**config.mk**
```make
export PLATFORM = sky130hd
export DESIGN_NAME = hazard_ctrl
export DESIGN_NICKNAME = d
export VERILOG_FILES = /design/src/rtl/hazard_ctrl_pkg.sv /design/src/rtl/hazard_ctrl_sat_counter.sv /design/src/rtl/hazard_ctrl.sv
export SDC_FILE = /design/constraint.sdc
export NUM_CORES = 1
export LEC_CHECK = 0
export ABC_AREA = 1
export CORE_UTILIZATION = 35
export CTS_CLUSTER_DIAMETER = 150
export DETAILED_ROUTE_END_ITERATION = 8
export GPL_TIMING_DRIVEN = 0
export HOLD_SLACK_MARGIN = 0.02
export PLACE_DENSITY = 0.59
export SLEW_MARGIN = 20
export SYNTH_ARGS = -nofsm -noshare
export SYNTH_HDL_FRONTEND = slang
export SYNTH_SLANG_ARGS = --single-unit
export TNS_END_PERCENT = 1
```
**constraint.sdc**
```tcl
create_clock -name clk -period 4.7 [get_ports clk]
set_clock_uncertainty 0.2 [all_clocks]
set_input_delay 0.47 -clock clk [delete_from_list [all_inputs] [get_ports clk]]
set_output_delay 0.47 -clock clk [all_outputs]
set_load 0.01 [all_outputs]
```
**src/rtl/hazard_ctrl_pkg.sv**
```systemverilog
// Shared types for the RV32I pipeline hazard controller: forwarding selects
// and the memory-handshake FSM state encodings.
package rv32i_types;

    typedef enum logic [1:0] {
        FWD_RF  = 2'd0,
        FWD_MEM = 2'd1,
        FWD_WB  = 2'd2
    } fwd_sel_t;

    typedef enum logic [1:0] {
        IMEM_IDLE    = 2'd0,
        IMEM_WAIT    = 2'd1,
        IMEM_DISCARD = 2'd2
    } imem_state_t;

    typedef enum logic {
        DMEM_IDLE = 1'b0,
        DMEM_WAIT = 1'b1
    } dmem_state_t;

endpackage

```
**src/rtl/hazard_ctrl_sat_counter.sv**
```systemverilog
// Event counter that sticks at all-ones instead of wrapping.
module sat_counter #(
    parameter int unsigned W = 32
) (
    input  logic         clk,
    input  logic         rst,
    input  logic         inc,
    output logic [W-1:0] cnt
);

    logic [W-1:0] cnt_q;
    logic [W-1:0] cnt_d;

    always_comb begin
        cnt_d = cnt_q;
        if (inc && (cnt_q != '1)) begin
            cnt_d = cnt_q + W'(1);
        end
    end

    always_ff @(posedge clk) begin
        if (rst) begin
            cnt_q <= '0;
        end else begin
            cnt_q <= cnt_d;
        end
    end

    assign cnt = cnt_q;

endmodule

```
**src/rtl/hazard_ctrl.sv**
```systemverilog
// Pipeline hazard controller: RAW/load-use stalls, EX forwarding selects,
// redirect flushes with stale-fetch discard, memory back-pressure and counters.
//
// state         | meaning
// IMEM_IDLE     | no fetch outstanding
// IMEM_WAIT     | fetch outstanding, response will be used
// IMEM_DISCARD  | fetch outstanding but squashed by a redirect; drop its response
// DMEM_IDLE     | no data access outstanding
// DMEM_WAIT     | data access outstanding, back end held until response
module hazard_ctrl
    import rv32i_types::*;
#(
    parameter bit          FWD_EN = 1'b1,
    parameter int unsigned REG_W  = 5,
    parameter int unsigned CNT_W  = 32
) (
    input  logic             clk,
    input  logic             rst,
    input  logic             imem_req,
    input  logic             imem_resp,
    input  logic             dmem_req,
    input  logic             dmem_resp,
    input  logic             id_valid,
    input  logic [REG_W-1:0] id_rs1_s,
    input  logic [REG_W-1:0] id_rs2_s,
    input  logic             ex_valid,
    input  logic             ex_regf_we,
    input  logic             ex_is_load,
    input  logic [REG_W-1:0] ex_rd_s,
    input  logic [REG_W-1:0] ex_rs1_s,
    input  logic [REG_W-1:0] ex_rs2_s,
    input  logic             mem_valid,
    input  logic             mem_regf_we,
    input  logic             mem_is_load,
    input  logic [REG_W-1:0] mem_rd_s,
    input  logic             wb_valid,
    input  logic             wb_regf_we,
    input  logic [REG_W-1:0] wb_rd_s,
    input  logic             ex_redirect,
    output logic             ifid_stall,
    output logic             exwb_stall,
    output logic             idex_bubble,
    output logic             ifid_flush,
    output logic             idex_flush,
    output logic             imem_discard,
    output logic [1:0]       fwd_a_sel,
    output logic [1:0]       fwd_b_sel,
    output logic [CNT_W-1:0] cnt_imem,
    output logic [CNT_W-1:0] cnt_dmem,
    output logic [CNT_W-1:0] cnt_hazard,
    output logic [CNT_W-1:0] cnt_flush
);

    imem_state_t imem_q, imem_d;
    dmem_state_t dmem_q, dmem_d;

    logic imem_stall;
    logic dmem_stall;
    logic flush;
    logic raw_haz;
    logic ex_hit, mem_hit, wb_hit;
    logic mem_ld_hit_ex;

    function automatic logic rd_hit(input logic             v,
                                    input logic             we,
                                    input logic [REG_W-1:0] rd,
                                    input logic [REG_W-1:0] rs);
        return v && we && (rd != '0) && (rd == rs);
    endfunction

    function automatic fwd_sel_t pick_fwd(input logic [REG_W-1:0] rs);
        fwd_sel_t sel;
        sel = FWD_RF;
        if (rd_hit(mem_valid, mem_regf_we, mem_rd_s, rs) && !mem_is_load) begin
            sel = FWD_MEM;
        end else if (rd_hit(wb_valid, wb_regf_we, wb_rd_s, rs)) begin
            sel = FWD_WB;
        end
        return sel;
    endfunction

    always_ff @(posedge clk) begin
        if (rst) begin
            imem_q <= IMEM_IDLE;
            dmem_q <= DMEM_IDLE;
        end else begin
            imem_q <= imem_d;
            dmem_q <= dmem_d;
        end
    end

    always_comb begin
        dmem_d = dmem_q;
        case (dmem_q)
            DMEM_IDLE: if (dmem_req) dmem_d = DMEM_WAIT;
            DMEM_WAIT: if (dmem_resp) dmem_d = dmem_req ? DMEM_WAIT : DMEM_IDLE;
            default:   dmem_d = DMEM_IDLE;
        endcase
    end

    // A redirect landing together with the response needs no DISCARD; ifid_flush squashes it.
    always_comb begin
        imem_d       = imem_q;
        imem_discard = 1'b0;
        case (imem_q)
            IMEM_IDLE: begin
                if (imem_req) imem_d = IMEM_WAIT;
            end
            IMEM_WAIT: begin
                if (imem_resp) begin
                    imem_d = imem_req ? IMEM_WAIT : IMEM_IDLE;
                end else if (flush) begin
                    imem_d = IMEM_DISCARD;
                end
            end
            IMEM_DISCARD: begin
                if (imem_resp) begin
                    imem_discard = 1'b1;
                    imem_d       = imem_req ? IMEM_WAIT : IMEM_IDLE;
                end
            end
            default: imem_d = IMEM_IDLE;
        endcase
    end

    assign imem_stall = ((imem_q == IMEM_WAIT) && !imem_resp) || (imem_q == IMEM_DISCARD);
    assign dmem_stall = (dmem_q == DMEM_WAIT) && !dmem_resp;

    assign ex_hit  = rd_hit(ex_valid, ex_regf_we, ex_rd_s, id_rs1_s)
                   | rd_hit(ex_valid, ex_regf_we, ex_rd_s, id_rs2_s);
    assign mem_hit = rd_hit(mem_valid, mem_regf_we, mem_rd_s, id_rs1_s)
                   | rd_hit(mem_valid, mem_regf_we, mem_rd_s, id_rs2_s);
    assign wb_hit  = rd_hit(wb_valid, wb_regf_we, wb_rd_s, id_rs1_s)
                   | rd_hit(wb_valid, wb_regf_we, wb_rd_s, id_rs2_s);

    assign raw_haz = id_valid & (FWD_EN ? (ex_hit & ex_is_load) : (ex_hit | mem_hit | wb_hit));

    assign flush       = ex_redirect & ~dmem_stall;
    assign exwb_stall  = dmem_stall;
    assign ifid_stall  = dmem_stall | imem_stall | raw_haz;
    assign idex_bubble = raw_haz & ~dmem_stall & ~ex_redirect;
    assign ifid_flush  = flush;
    assign idex_flush  = flush;

    assign fwd_a_sel = FWD_EN ? pick_fwd(ex_rs1_s) : FWD_RF;
    assign fwd_b_sel = FWD_EN ? pick_fwd(ex_rs2_s) : FWD_RF;

    // The load-use bubble must keep a load in MEM from feeding a live EX source.
    assign mem_ld_hit_ex = mem_is_load
                         & (rd_hit(mem_valid, mem_regf_we, mem_rd_s, ex_rs1_s)
                          | rd_hit(mem_valid, mem_regf_we, mem_rd_s, ex_rs2_s));

    assert property (@(posedge clk) disable iff (rst)
                     !(FWD_EN && ex_valid && mem_ld_hit_ex));

    sat_counter #(.W(CNT_W)) u_cnt_imem (
        .clk (clk), .rst (rst), .inc (imem_stall), .cnt (cnt_imem)
    );
    sat_counter #(.W(CNT_W)) u_cnt_dmem (
        .clk (clk), .rst (rst), .inc (dmem_stall), .cnt (cnt_dmem)
    );
    sat_counter #(.W(CNT_W)) u_cnt_hazard (
        .clk (clk), .rst (rst), .inc (idex_bubble), .cnt (cnt_hazard)
    );
    sat_counter #(.W(CNT_W)) u_cnt_flush (
        .clk (clk), .rst (rst), .inc (ifid_flush), .cnt (cnt_flush)
    );

endmodule
```
==> flow_summary_export.csv <==
group,metric,value,unit
drt,detail_route.wl_per_cell,13.72,µm
clock_tree,clk_path_buf_depth,2,
synthesis,synth_top_family_by_area,"simple AND/OR/NAND/NOR gates",
setup_path,crit_top_cell,"nand2_1",
setup_path,crit_required,4.03,ns
placed_design,place_congestion,0.9065,
sta,finalSetupTns,0,ns
setup_path,critPathTopFamily,"buffers and inverters",
drt,antenna_left,0,
synthesis,synth_enable_flop_cells,0,
finish,most-common-layout-cells,"nand2_1, nor2_1, clkdlybuf4s50_1",
flow_run,cap_violations,0,
sta,finalCritPeriodShare,68.75,%
setup_path,slowest_stage,"clkdlybuf4s50_1",
placed_design,place_ws,1.455,ns
setup_path,cp.arrival,2.56,ns
min_path,hold_path.class,"reg -> reg",
sta,fin_ws,1.469,ns
synthesis,synth_compound_area_share,6.456,%
synthesis,yosysUniqueCellTypes,39,
sta,maxSlewHeadroom,49.42,%
sta,maxSlewViolCount,0,
synthesis,synth_top_area_share,30.76,%
pwr,p_per_area,236.7,mW/mm²
setup_path,cp_max_fo,5,
pwr,leakage,4.032,nW
clock_tree,hold_buffers,0,
pwr,p_total,0.002690,W
drt,drt_pass1_iterations,6,
floorplanning,die_h,158.1,µm
global_routing,grt_first_pass_wirelength,43360,µm
finish,syn_to_final_growth,33.28,%
sta,timing.fmax,309.5,MHz
global_routing,grt_overflow,0,
floorplanning,initial_utilization,36.00,%
synthesis,ys_ff_latch,131,
sta,worst_pin_slew,0.7559,ns
setup_path,critPathMaxStageDelay,0.63,ns
setup_path,crit_type,"in -> out",
clock_tree,h-tree-depth,4,
synthesis,synth_area_leaders,"dfxtp_1, nand2_1, nor2_1",
clock_tree,cts_buffers,17,
synthesis,syn_area_per_cell,5.967,µm²
clock_tree,clk_latency,0.42,ns
synthesis,yosysTopAreaCell,"dfxtp_1",
global_routing,grt_usage,22.02,%
drt,first_iter_violations,561,
clock_tree,cts.sinks,131,
sta,period_needed,3.231,ns
placed_design,dp_hpwl,21010,µm
sta,finalHoldViolCount,0,
pwr,ir_drop,0.1734,mV
synthesis,syn_area,0.008527,mm²
global_routing,antenna_found_initial,0,
global_routing,grt_pass1_vias,8557,
synthesis,synthFlopType,"dfxtp_1",
finish,layout.cells.non_filler,1963,
clock_tree,postCtsResizedCells,0,
placed_design,dp_cells,1935,
finish,multiInputGateArea,0.005226,mm²
setup_path,critPathBufInv,3,
clock_tree,path_clk_slew,0.06,ns
synthesis,synthAdderAreaFrac,0.5869,%
synthesis,syn-num-nets,1484,
clock_tree,root_buffer,"clkbuf_16",
drt,num_vias,9440,
synthesis,synthMuxAreaShare,0,%
synthesis,synth-xor-area-share,5.752,%
sta,setup_viol,0,
finish,drive_gt1_share,5.474,%
setup_path,path_cells,"clkdlybuf4s50_1 -> inv_1 -> nand2_1 -> nand2_1 -> nor2_1 -> nand3_1 -> nand2_1 -> nand2_1 -> nor2_1 -> clkdlybuf4s50_1",
run_status,status,"finished, final reports clean",
finish,num-nets-final,1690,
drt,viasPerCell,4.809,
finish,regArea,0.002623,mm²
finish,fillers,2563,
floorplanning,dieWidth,158.1,µm
floorplanning,dieArea,0.02499,mm²
synthesis,synthSimpleGateAreaFrac,48.50,%
sta,rsz0062_at_grt,"false",
clock_tree,cts_tree,"done",
placed_design,portBuffers,187,
setup_path,crit_path_end_kind,"output pin",
global_routing,grt_max_degree,17,
drt,wirelength,26930,µm
synthesis,ys_seq_area_share,30.76,%
synthesis,ys_async_sr_fraction,0,%
floorplanning,fp.coreArea,0.02368,mm²
floorplanning,ioPinCount,189,
drt,drc,0,
floorplanning,num_rows,56,
finish,diodes,0,
synthesis,yosys_warnings,0,
synthesis,synthCells,1429,
setup_path,critPathLaunchType,"input port",
clock_tree,postCtsSetupBuffers,0,
finish,final_common_cell,"nand2_1",
-- Yosys cell counts (2+ instances only) --
library cell	n
a21oi_1	75
buf_2	8
buf_4	3
buf_6	9
clkbuf_1	13
clkinv_1	2
dfxtp_1	131
ha_1	4
inv_1	111
inv_2	8
nand2_1	507
nand2_2	3
nand2_4	4
nand3_1	75
nand3_2	4
nand3b_1	16
nand4_1	26
nor2_1	287
nor2_2	8
nor2_4	2
nor3_1	28
nor3_2	5
nor3_4	3
nor3b_1	4
o21ai_0	18
o21ai_1	2
o21bai_1	5
or2_2	3
xnor2_1	21
xor2_1	35
-- worst min-delay path, stage by stage (launching register included) --
cell     delay, ns
dfxtp_1       0.34
nand2_1       0.07
a21oi_1       0.05
-- cell families (layout without fill, tap and decap cells) --
logic type,count (synthesis),in the layout
AND/OR/NAND/NOR,978,978
buffers and inverters,156,371
flip-flops,131,131
AO/OA/AOI/OAI,104,104
XOR/XNOR,56,56
adder cells (fa/ha/maj),4,4
-- report_power, final --
part	switching [W]	internal, W
logic	0.000138	0.000108
registers	0.0000111	0.00112
clock network	0.000488	0.000826
-- metrics by stage --
stage	hold WS, ns	instance area [µm²]	utilization [%]
3_3_place_gp	0.2981	10800	45.59
2_1_floorplan	0.3110	8527	-
4_1_cts	0.3038	11360	47.99
5_1_grt	0.3376	11360	47.99
6_report	0.3070	11360	47.99
3_5_place_dp	0.2917	10800	45.59
-- cell type report --
class,instances,area share [%]
buffer,33,1.872
sequential,131,23.08
tap,319,3.512
clock inverter,4,0.6606
inverter,123,4.096
multi-input combinational,1142,45.99
timing repair buffer,187,16.47
clock buffer,24,4.327
-- path summary, 6_finish.rpt --
check,startpoint,end,slack (ns),depth (start not counted)
max,ex_rd_s[2],idex_bubble,1.47,10
min reg2reg,u_cnt_imem.cnt[12],u_cnt_imem.cnt[12],0.31,2
min,u_cnt_imem.cnt[12],u_cnt_imem.cnt[12],0.31,2
max reg2reg,u_cnt_dmem.cnt[0],u_cnt_dmem.cnt[31],2.36,11
-- state kept, by name, indices dropped and copies added, names as in the netlist --
signal and cells:
u_cnt_imem.cnt 32, u_cnt_hazard.cnt 32, dmem_q 1, u_cnt_flush.cnt 32, imem_q 2, u_cnt_dmem.cnt 32
-- metal layers --
| metal | up-vias | track usage [%] | wire length, µm |
|---|---|---|---|
| li1 | 4895 | - | - |
| met1 | 4287 | 30.02 | 12830 |
| met3 | 20 | 3.586 | 1517 |
| met5 | - | 0 | 0 |
| met2 | 238 | 36.26 | 12390 |
| met4 | 0 | 4.670 | 193 |
Note: power is estimated with default switching activity, not from simulation.
